## config.mk

```make
export PLATFORM = sky130hd
export DESIGN_NAME = par_frame_tx
export DESIGN_NICKNAME = d
export VERILOG_FILES = /design/src/rtl/par_frame_tx_pkg.sv /design/src/rtl/par_frame_tx_bit_timer.sv /design/src/rtl/par_frame_tx.sv
export SDC_FILE = /design/constraint.sdc
export NUM_CORES = 1
export LEC_CHECK = 0
export CORE_UTILIZATION = 43
export CTS_BUF_LIST = sky130_fd_sc_hd__clkbuf_16
export CTS_CLUSTER_DIAMETER = 50
export DETAILED_ROUTE_END_ITERATION = 10
export HOLD_SLACK_MARGIN = 0.06
export PLACE_DENSITY = 0.71
export SLEW_MARGIN = 5
export SYNTH_ARGS = -nofsm -noshare
export SYNTH_HDL_FRONTEND = slang
export SYNTH_HIERARCHICAL = 1
export SYNTH_SLANG_ARGS = --single-unit
```

## constraint.sdc

```tcl
create_clock -name clk -period 1.6 [get_ports clk]
set_input_delay 0.32 -clock clk [delete_from_list [all_inputs] [get_ports clk]]
set_output_delay 0.32 -clock clk [all_outputs]
set_load 0.01 [all_outputs]
```

## src/rtl/par_frame_tx_pkg.sv

```systemverilog
// Shared types and line levels for the parity frame transmitter.
// Imported by the transmitter and its bit timer.
package par_frame_tx_pkg;

  typedef enum logic [2:0] {
    IDLE,
    START,
    DATA,
    PARITY,
    STOP
  } state_t;

  localparam logic IDLE_LVL  = 1'b1;
  localparam logic START_LVL = 1'b0;
  localparam logic STOP_LVL  = 1'b1;

  // Counter width that never collapses to zero bits.
  function automatic int min1_clog2(input int n);
    return (n > 1) ? $clog2(n) : 1;
  endfunction

endpackage

```

## src/rtl/par_frame_tx_bit_timer.sv

```systemverilog
// End-of-bit tick generator for the frame transmitter.
// Counts 0..CLKS_PER_BIT-1, wraps on tick, held at 0 by clr.
module bit_timer
  import par_frame_tx_pkg::*;
#(
  parameter int CLKS_PER_BIT = 4
) (
  input  logic clk,
  input  logic rst_n,
  input  logic clr,
  output logic tick
);

  localparam int CW = min1_clog2(CLKS_PER_BIT);
  localparam logic [CW-1:0] LAST = CW'(CLKS_PER_BIT - 1);

  logic [CW-1:0] cnt;

  assign tick = (cnt == LAST);

  always_ff @(posedge clk or negedge rst_n) begin
    if (!rst_n) begin
      cnt <= '0;
    end else if (clr || tick) begin
      cnt <= '0;
    end else begin
      cnt <= cnt + 1'b1;
    end
  end

endmodule

```

## src/rtl/par_frame_tx.sv

```systemverilog
// Serial frame transmitter: start, data LSB first, parity, stop.
// Sits directly after the even-parity generator.
module par_frame_tx
  import par_frame_tx_pkg::*;
#(
  parameter int DATA_W       = 4,
  parameter int CLKS_PER_BIT = 4
) (
  input  logic              clk,
  input  logic              rst_n,
  input  logic [DATA_W-1:0] data_in,
  input  logic              par_in,
  input  logic              in_valid,
  output logic              in_ready,
  output logic              tx,
  output logic              busy,
  output logic              frame_done
);

  localparam int IW = min1_clog2(DATA_W);
  localparam logic [IW-1:0] LAST_IDX = IW'(DATA_W - 1);

  state_t            state;
  state_t            state_nxt;
  logic [DATA_W-1:0] shreg;
  logic              par_q;
  logic [IW-1:0]     idx;
  logic              tick;
  logic              timer_clr;
  logic              accept;
  logic              last_bit;

  // Timer sits at 0 while idle; all other state changes
  // land on a tick, where it wraps to 0 anyway.
  assign timer_clr = (state == IDLE);
  assign accept    = in_valid && (state == IDLE);
  assign last_bit  = (idx == LAST_IDX);

  bit_timer #(
    .CLKS_PER_BIT(CLKS_PER_BIT)
  ) u_timer (
    .clk  (clk),
    .rst_n(rst_n),
    .clr  (timer_clr),
    .tick (tick)
  );

  always_ff @(posedge clk or negedge rst_n) begin
    if (!rst_n) begin
      state <= IDLE;
    end else begin
      state <= state_nxt;
    end
  end

  always_comb begin
    state_nxt = state;
    unique case (state)
      IDLE:    if (in_valid) state_nxt = START;
      START:   if (tick) state_nxt = DATA;
      DATA:    if (tick && last_bit) state_nxt = PARITY;
      PARITY:  if (tick) state_nxt = STOP;
      STOP:    if (tick) state_nxt = IDLE;
      default: state_nxt = IDLE;
    endcase
  end

  always_ff @(posedge clk or negedge rst_n) begin
    if (!rst_n) begin
      shreg <= '0;
      par_q <= 1'b0;
      idx   <= '0;
    end else if (accept) begin
      shreg <= data_in;
      par_q <= par_in;
      idx   <= '0;
    end else if (state == DATA && tick) begin
      shreg <= shreg >> 1;
      idx   <= last_bit ? '0 : idx + 1'b1;
    end
  end

  always_comb begin
    tx = IDLE_LVL;
    unique case (state)
      START:   tx = START_LVL;
      DATA:    tx = shreg[0];
      PARITY:  tx = par_q;
      STOP:    tx = STOP_LVL;
      default: tx = IDLE_LVL;
    endcase
  end

  assign in_ready   = (state == IDLE);
  assign busy       = (state != IDLE);
  assign frame_done = (state == STOP) && tick;

endmodule

```

; After elaboration in Yosys (flattened, before gate mapping)
; Index checks and enable logic that the tools add are counted.
[totals]
regBits = 12
elab_cells = 40
out_inout_bits = 4
input_bits = 8
[classes]
n_addsub = 2
reduce_logical = 9
mux = 13
eq_ne = 11
[op_table]
columns = cell, n
row1 = 2-to-1 mux 3 bit, 5
row2 = case mux 3 bit (5 select lines), 1
row3 = != test 2 bit (second input constant), 5
row4 = 2-to-1 mux 2 bit, 4
row5 = 2-to-1 mux 4 bit, 2
row6 = equality test 3 x 2 -> 1 bit (second input constant), 2
row7 = AND reduction 5 bit, 1
row8 = adder 2 x 1 -> 2 bit (second input constant), 2
row9 = equality test 2 bit (second input constant), 2
row10 = logical AND 1 bit, 4
row11 = equality test 3 x 1 -> 1 bit (second input constant), 1
row12 = equality test 3 bit (second input constant), 1
row13 = zero test 3 bit, 1
row14 = case mux 1 bit (3 select lines), 1
row15 = nonzero test 3 bit, 1
row16 = nonzero test 2 bit, 1
row17 = logical OR 1 bit, 1

; Depth between registers and ports, before layout
; Gate-level depths: netlist of the first run.
[logic_depth]
depth_word = 4
ltp_mapped = 5
mapped_depth_nobuf = 4

; By module
; Netlist of the first run, hierarchy kept.
[by_module_without_submodules]
columns = mod, cells_each, n_inst, seq_area_each_um2, area_each_um2
row1 = par_frame_tx, 47, 1, 250.2, 511.7
row2 = bit_timer, 5, 1, 50.0, 85.1

; Worst setup path before layout of the first run
; OpenSTA, ideal clock, no wires.
[synth_path]
path_type = register -> register
start = reg u_timer.cnt[0]
end = reg shreg[0]
setup_time_ns = 0.126
required_ns = 1.474
path_stages_with_launch = 6
n_path_buf = 1
synth_period_minus_slack_ns = 1.529
path_slack_ns = 0.071
arrival_time_ns = 1.403
path_cell_list = dfrtp_1 > ha_1 > nor4bb_1 > buf_2 > nor3_1 > a221o_1
[synth_between]
elab_chain_cells = 3
[synth_rtl]
columns = element, line
row1 = "start, declared", par_frame_tx_bit_timer.sv:17  ; logic [CW-1:0] cnt;
row2 = "start signal, assigned", par_frame_tx_bit_timer.sv:27  ; cnt <= cnt + 1'b1;
row3 = equality test 2 bit, par_frame_tx_bit_timer.sv:19  ; assign tick = (cnt == LAST);
row4 = via tick, par_frame_tx.sv:28  ; logic tick;
row5 = logical AND 1 bit, par_frame_tx.sv:77  ; end else if (state == DATA && tick) begin
row6 = nonzero test 2 bit (no line), --
row7 = "end signal, assigned", par_frame_tx.sv:74  ; shreg <= data_in;
row8 = "end signal, assigned", par_frame_tx.sv:78  ; shreg <= shreg >> 1;
row9 = "end, declared", par_frame_tx.sv:25  ; logic [DATA_W-1:0] shreg;
; The timed path passes the listed nets, and every way through them passes these cells.
; A chain may end at the register's enable or synchronous reset.

; Worst setup path in the final report of the first run
[layout_path]
start = reg state[1]
end = out tx
[layout_between]
elab_chain_cells = 2
elab_cells_between_ends = 4
cone_classes = eq/ne (3) / mux (1)
[layout_rtl]
columns = element, line
row1 = "start, declared", par_frame_tx.sv:23  ; state_t state;
row2 = "start signal, assigned", par_frame_tx.sv:52  ; state <= state_nxt;
row3 = equality test 3 x 2 -> 1 bit / equality test 3 x 1 -> 1 bit (equally long branches), par_frame_tx.sv:85  ; unique case (state)
row4 = case mux 1 bit (3 select lines) (*), par_frame_tx.sv:85
row5 = "end, declared", par_frame_tx.sv:15  ; output logic tx,
; Mark *: on every way between the ends. The rest lies on a longest branch, timed or not.

==> flow_summary.json, run 1 <==
{
  "library_cell_contributing_the_largest_single_delay_on_the_critical_path": "sky130_fd_sc_hd__dfrtp_2",
  "count_of_buffers_inserted_at_the_top_level_ports": 11,
  "row_count": 13,
  "synth_fa_ha_area_frac": 0.0419,
  "synth_top_family_by_area": "simple AND/OR/NAND/NOR gates",
  "synthesis.instances": 52,
  "clk_skew_ns": 0.000613,
  "cts_inserted_buffers": 3,
  "netlist_area_sq_um": 597,
  "crit_path_start_kind": "register",
  "grt_overflow_total": 0,
  "clkSinkCount": 12,
  "vias_per_cell": 5.05,
  "max_cap_viol_count": 0,
  "routed_wirelength_microns": 1270,
  "layout_setup_ws_ns": 0.0320,
  "cellLeakagePower_nw": 0.460,
  "synth_area_leader_cell": "sky130_fd_sc_hd__dfrtp_1",
  "n_fill_cell": 90,
  "critical_path_maximum_fanout": 4,
  "initial_antenna_violation_count": 0,
  "share_of_the_synthesized_netlist_area_taken_by_xor_and_xnor_gates": 0.0147,
  "post_synthesis_compound_gate_area_fraction": 0.166,
  "clk_pin_slew_worst_paths_ns": 0.04,
  "post_drt_wl_per_cell_microns": 13.0,
  "period_share": 0.980,
  "die_width_microns": 39.3,
  "cp_data_required_time_ns": 1.28,
  "post_cts_hold_buffer_count": 0,
  "antennaDiodeCount": 0,
  "outcome": "completed",
  "largest_net_degree_at_the_start_of_global_routing": 13,
  "syn_to_final_growth_pct": 59.3,
  "worst-setup-path-type": "register to primary output",
  "design.core.area_sq_um": 1300,
  "rsz_0062_raised_after_global_routing": "true",
  "timing.final.crit_period_ns": 1.57,
  "global_route_wire_length_before_repair_microns": 1930,
  "timing.final.hold_violations": 0,
  "drt_iter0_drc": 7,
  "final-instance-count-excl-fill": 98,
  "synthDistinctLibCells": 24,
  "io-pin-count": 12,
  "vias": 495,
  "floorplan.die.height_microns": 39.3,
  "max_stage_delay_ns": 0.43,
  "place_hpwl_microns": 845,
  "relSlewSlack": 0.641,
  "cpLargestDelayFamily": "flip-flops",
  "setup.worst_path.end_class": "primary output",
  "clock_tree_buffer_depth": 2,
  "pre_cts_ws_ns": -0.0376,
  "cts_tree": "built",
  "pwr_density_cell_nw_per_um2": 1900,
  "first_global_vias": 470,
  "synth.ff_latch_count": 12,
  "achievable-frequency_ghz": 0.638,
  "area_contributors_post_synth": "sky130_fd_sc_hd__dfrtp_1 (50%), sky130_fd_sc_hd__a22o_1 (5.9%), sky130_fd_sc_hd__ha_1 (4.2%)",
  "synth.yosys.warnings": 6,
  "ant_nets": 0,
  "worst_path_cell_trace": "buf_4 > a311o_1 > buf_2",
  "syn-num-nets": 62,
  "placedCellCount": 89,
  "firstDrtPassIters": 3,
  "clock_tree.htree_level_count": 1,
  "worst-slew-pin-transition_ns": 0.537,
  "layout.nets": 94,
  "slew_limit_fails": 0,
  "drc": 0,
  "dieArea_sq_um": 1540,
  "holdCritPathClass": "input port to async pin",
  "power.total_w": 0.00181,
  "final-setup-viol-count": 0,
  "syn_area_per_cell_sq_um": 11.5,
  "critical_path_arrival_ns": 1.25,
  "synth_simple_gate_area_share": 0.180,
  "clock_latency_ns": 0.24,
  "critical_path.n_buffers_inverters": 2,
  "drive_above_1_share": 0.422,
  "yosys.area.top_type_share": 0.503,
  "starting_utilization_of_the_core_area": 0.459,
  "synth.area.mux_share": 0.0189,
  "cts_root_buf": "sky130_fd_sc_hd__clkbuf_16",
  "routabilityCongestion": 0.713,
  "synth_seq_area_share": 0.503,
  "globalRouteTotalUtil": 0.202,
  "ir_drop_mv": 1.25,
  "finalHoldWorstSlack_ns": 0.436
}
[worst paths after layout]
| kind | slack (ns) | startpoint | end | cells past startpoint |
|---|---|---|---|---|
| worst max-delay path | 0.03 | state[1]$_DFFE_PN0P_ | tx | 3 |
| worst min-delay path | 0.44 | rst_n | shreg[0]$_DFFE_PN0P_ | 1 |
| worst max register to register | 0.04 | state[0]$_DFFE_PN0P_ | shreg[0]$_DFFE_PN0P_ | 6 |
| worst min register to register | 0.48 | shreg[1]$_DFFE_PN0P_ | shreg[1]$_DFFE_PN0P_ | 1 |
| max in group asynchronous | 0.78 | rst_n | state[1]$_DFFE_PN0P_ | 1 |
| min in group clk | 0.48 | shreg[1]$_DFFE_PN0P_ | shreg[1]$_DFFE_PN0P_ | 1 |
[layer usage]
| layer | share of wire | track usage |
|---|---|---|
| met1 | 0.44 | 0.231 |
| met2 | 0.51 | 0.333 |
| met3 | 0.041 | 0.0682 |
| met4 | 0.016 | 0.103 |
| met5 | 0 | 0 |
[flip-flops by register name (all words and copies together) (netlist names)]
signal and count:
idx 2, u_timer/cnt 2, shreg 4, state 3
par_q 1
[synth_stat cells (all sizes together)]
cell type and number:
nand3 1, a21o 1, a221oi 2, a221o 1, nor4bb 1, xnor2 1, o32ai 1, ha 2
and3 1, inv 5, nor4b 1, buf 4, nor3b 1, a22o 4, a21oi 2, a311o 1
dfrtp 12, nor2 4, mux2 1, nand2 2, nor3 4
[area by class of cell]
type	instances	area [sq um]	area share
multi-input cells	31	280	0.295
clock inverters	1	3.75	0.00395
clock buffers	3	75.1	0.0789
inverters	5	18.8	0.0197
well taps	15	18.8	0.0197
repair buffers	31	253	0.266
flip-flops and latches	12	302	0.317
[cells in the final DEF, fill, tap and decap left out, types with 2 or more instances in the layout]
master | synthesis | final
sky130_fd_sc_hd__a221oi_1 | 2 | 2
sky130_fd_sc_hd__buf_4 | 0 | 19
sky130_fd_sc_hd__inv_1 | 5 | 5
sky130_fd_sc_hd__buf_2 | 3 | 2
sky130_fd_sc_hd__nor3_1 | 3 | 2
sky130_fd_sc_hd__nor3_2 | 1 | 2
sky130_fd_sc_hd__a21oi_1 | 2 | 2
sky130_fd_sc_hd__clkbuf_16 | 0 | 3
sky130_fd_sc_hd__clkdlybuf4s50_1 | 0 | 7
sky130_fd_sc_hd__nor2_1 | 3 | 2
sky130_fd_sc_hd__nor2_2 | 1 | 2
sky130_fd_sc_hd__a22o_1 | 4 | 4
sky130_fd_sc_hd__dfrtp_1 | 12 | 11
sky130_fd_sc_hd__nand2_1 | 2 | 2
[kinds of logic (layout without fill, tap and decap cells)]
| kind of cell | Yosys count | in the layout |
|---|---|---|
| and+or+nand+nor | 15 | 15 |
| AOI/OAI and AO/OA | 12 | 12 |
| DFF | 12 | 12 |
| buffers and inverters | 9 | 40 |
| adders and majority gates | 2 | 2 |
| xor gates and xnor gates | 1 | 1 |
| muxes | 1 | 1 |
[power breakdown]
group          switching, W  internal [W]
Sequential        0.0000836      0.000433
Combinational      0.000341      0.000497
Clock              0.000125      0.000328
[through the flow]
stage / instance area [sq um] / utilization / TNS, ns
after floorplan: 597 / - / 0
after global placement: 812 / 0.624 / -0.0359
after detailed placement: 812 / 0.624 / -0.144
after CTS: 936 / 0.719 / 0
after global routing: 951 / 0.731 / -0.0732
final: 951 / 0.731 / 0
[timing repair]
item | 4_1_cts | 5_1_grt
gates resized for setup | 13 | 6
buffers inserted | 5 | 1
pin swaps | 2 | 2
endpoints found under the setup margin | 4 | 10
No activity file was read; power rests on OpenSTA's default activity.
==> inputs of run 2 (changes only) <==
--- a/config.mk
+++ b/config.mk
@@ -5,12 +5,13 @@
 export SDC_FILE = /design/constraint.sdc
 export NUM_CORES = 1
 export LEC_CHECK = 0
-export CORE_UTILIZATION = 43
+export CORE_UTILIZATION = 40
 export CTS_BUF_LIST = sky130_fd_sc_hd__clkbuf_16
 export CTS_CLUSTER_DIAMETER = 50
+export CTS_CLUSTER_SIZE = 24
 export DETAILED_ROUTE_END_ITERATION = 10
 export HOLD_SLACK_MARGIN = 0.06
-export PLACE_DENSITY = 0.71
+export PLACE_DENSITY = 0.67
 export SLEW_MARGIN = 5
 export SYNTH_ARGS = -nofsm -noshare
 export SYNTH_HDL_FRONTEND = slang
==> flow_summary.json, run 2 (synthesis gave the netlist of run 1 again) <==
{
  "power.share.sequential": 0.301,
  "power.clock.fraction": 0.245,
  "largestRegisters": "shreg: 4 flops, state: 3 flops",
  "routabilityCongestion": 0.688,
  "clk_skew_ns": 0.00170,
  "dieArea_sq_um": 1650,
  "cts_root_buf": "sky130_fd_sc_hd__clkbuf_16",
  "critical_path_maximum_fanout": 3,
  "final_common_cell": "sky130_fd_sc_hd__buf_4",
  "vias": 541,
  "rsz_0062_raised_after_global_routing": "true",
  "clock_tree.htree_level_count": 1,
  "layout_setup_ws_ns": 0.0135,
  "die_width_microns": 40.6,
  "cts_inserted_buffers": 3,
  "ant_nets": 0,
  "relSlewSlack": 0.812,
  "reg2reg_slack_ns": 0.01,
  "starting_utilization_of_the_core_area": 0.442,
  "commonest_cells_after_routing_fill_and_taps_aside": "sky130_fd_sc_hd__buf_4 (18), sky130_fd_sc_hd__dfrtp_1 (9), sky130_fd_sc_hd__clkdlybuf4s50_1 (7)",
  "achievable-frequency_ghz": 0.630,
  "period_share": 0.992,
  "grt_overflow_total": 0,
  "pre_cts_ws_ns": -0.0901,
  "final-setup-viol-count": 0,
  "clkSinkCount": 12,
  "count_of_buffers_inserted_at_the_top_level_ports": 11,
  "cp_data_required_time_ns": 1.72,
  "placedCellCount": 88,
  "crit_path_start_kind": "register",
  "vias_per_cell": 5.41,
  "clk_pin_slew_worst_paths_ns": 0.04,
  "globalRouteTotalUtil": 0.196,
  "firstDrtPassIters": 4,
  "initial_antenna_violation_count": 0,
  "max_cap_viol_count": 0,
  "net_sw_power_w": 0.000594,
  "timing.final.hold_violations": 0,
  "floorplan.die.height_microns": 40.6,
  "global_route_wire_length_before_repair_microns": 2060,
  "outcome": "completed",
  "design.core.area_sq_um": 1350,
  "met2_track_utilization_from_global_routing": 0.286,
  "power.internal_w": 0.00126,
  "timing.final.crit_period_ns": 1.59,
  "largest_net_degree_at_the_start_of_global_routing": 9,
  "worst-setup-path-type": "register to register",
  "post_cts_hold_buffer_count": 0,
  "grt_util_met3": 0.0489,
  "layout.nets": 96,
  "drt_iter0_drc": 20,
  "rr_worst_depth": 5,
  "antennaDiodeCount": 0,
  "switching_fraction": 0.321,
  "registers.top_by_ff_count": "shreg",
  "place_hpwl_microns": 906,
  "largest_reg_flops": 4,
  "setup.worst_path.end_class": "register",
  "busiest_layer": "met2",
  "drive_above_1_share": 0.482,
  "routed_wirelength_microns": 1520,
  "worst-slew-pin-transition_ns": 0.281,
  "first_global_vias": 472,
  "holdCritPathClass": "input port to async pin",
  "n_fill_cell": 88,
  "clock_tree_buffer_depth": 2,
  "cts_tree": "built",
  "row_count": 13,
  "comb_power_share": 0.453,
  "post_drt_wl_per_cell_microns": 15.2,
  "critical_path_arrival_ns": 1.71,
  "clock_latency_ns": 0.24,
  "io-pin-count": 12,
  "grt_util_met1": 0.257,
  "cellLeakagePower_nw": 0.469,
  "final-instance-count-excl-fill": 100,
  "ir_drop_mv": 1.07,
  "drc": 0,
  "pwr_density_cell_nw_per_um2": 1860,
  "syn_to_final_growth_pct": 67.1,
  "slew_limit_fails": 0
}
## run 2: area by class of cell
cell class	instances	area, sq um	area share
Multi-Input combinational cell	31	298	0.299
Clock inverter	1	3.75	0.00376
Tap cell	15	18.8	0.0188
Sequential cell	12	304	0.305
Clock buffer	3	75.1	0.0753
Timing Repair Buffer	33	279	0.280
Inverter	5	18.8	0.0188
## run 2: timing repair
item / in CTS / in global routing
buffers inserted: 2 / 6
gates resized for setup: 13 / 14
setup endpoints to repair: 4 / 8
cloned: 0 / 0
pin swaps: 2 / 5
## run 2: power groups by stage
stage	registers, W	clock network (W)	logic (W)
after detailed placement	0.000520	0	0.000697
after CTS	0.000538	0.000458	0.000708
after floorplan	0.000475	0	0.000446
after global placement	0.000513	0	0.000696
after global routing	0.000571	0.000476	0.000912
final	0.000558	0.000454	0.000839
## run 2: final timing paths
path | from | endpoint
max in group asynchronous | rst_n | state[0]$_DFFE_PN0P_
max reg2reg | state[2]$_DFFE_PN0P_ | par_q$_DFFE_PN0P_
min | rst_n | par_q$_DFFE_PN0P_
max | state[2]$_DFFE_PN0P_ | par_q$_DFFE_PN0P_
min reg2reg | shreg[3]$_DFFE_PN0P_ | shreg[3]$_DFFE_PN0P_
min in group clk | shreg[3]$_DFFE_PN0P_ | shreg[3]$_DFFE_PN0P_
## run 2: critical path, cell delays in order, from the launching register on
cell and delay [ns]:
sky130_fd_sc_hd__dfrtp_2 0.43, sky130_fd_sc_hd__buf_6 0.13, sky130_fd_sc_hd__buf_4 0.13, sky130_fd_sc_hd__nor4b_4 0.29, sky130_fd_sc_hd__buf_4 0.19, sky130_fd_sc_hd__mux2_4 0.30
## run 2: stage by stage
stage                     hold WS (ns)  total power, W  TNS, ns  cell area (sq um)  utilization
final                            0.328         0.00185        0                997        0.739
after global routing             0.353         0.00196  -0.0802                997        0.739
after CTS                        0.339         0.00170        0                907        0.672
after detailed placement         0.479         0.00122   -0.316                805        0.596
after global placement           0.471         0.00121   -0.121                805        0.596
after floorplan                 0.0244        0.000920        0                597            -
## run 2: layer usage
metal  wire, microns  vias to the layer above
met1             726                      273
met4              15                        0
met2             742                        8
met5               0                        -
li1                -                      258
met3              32                        2
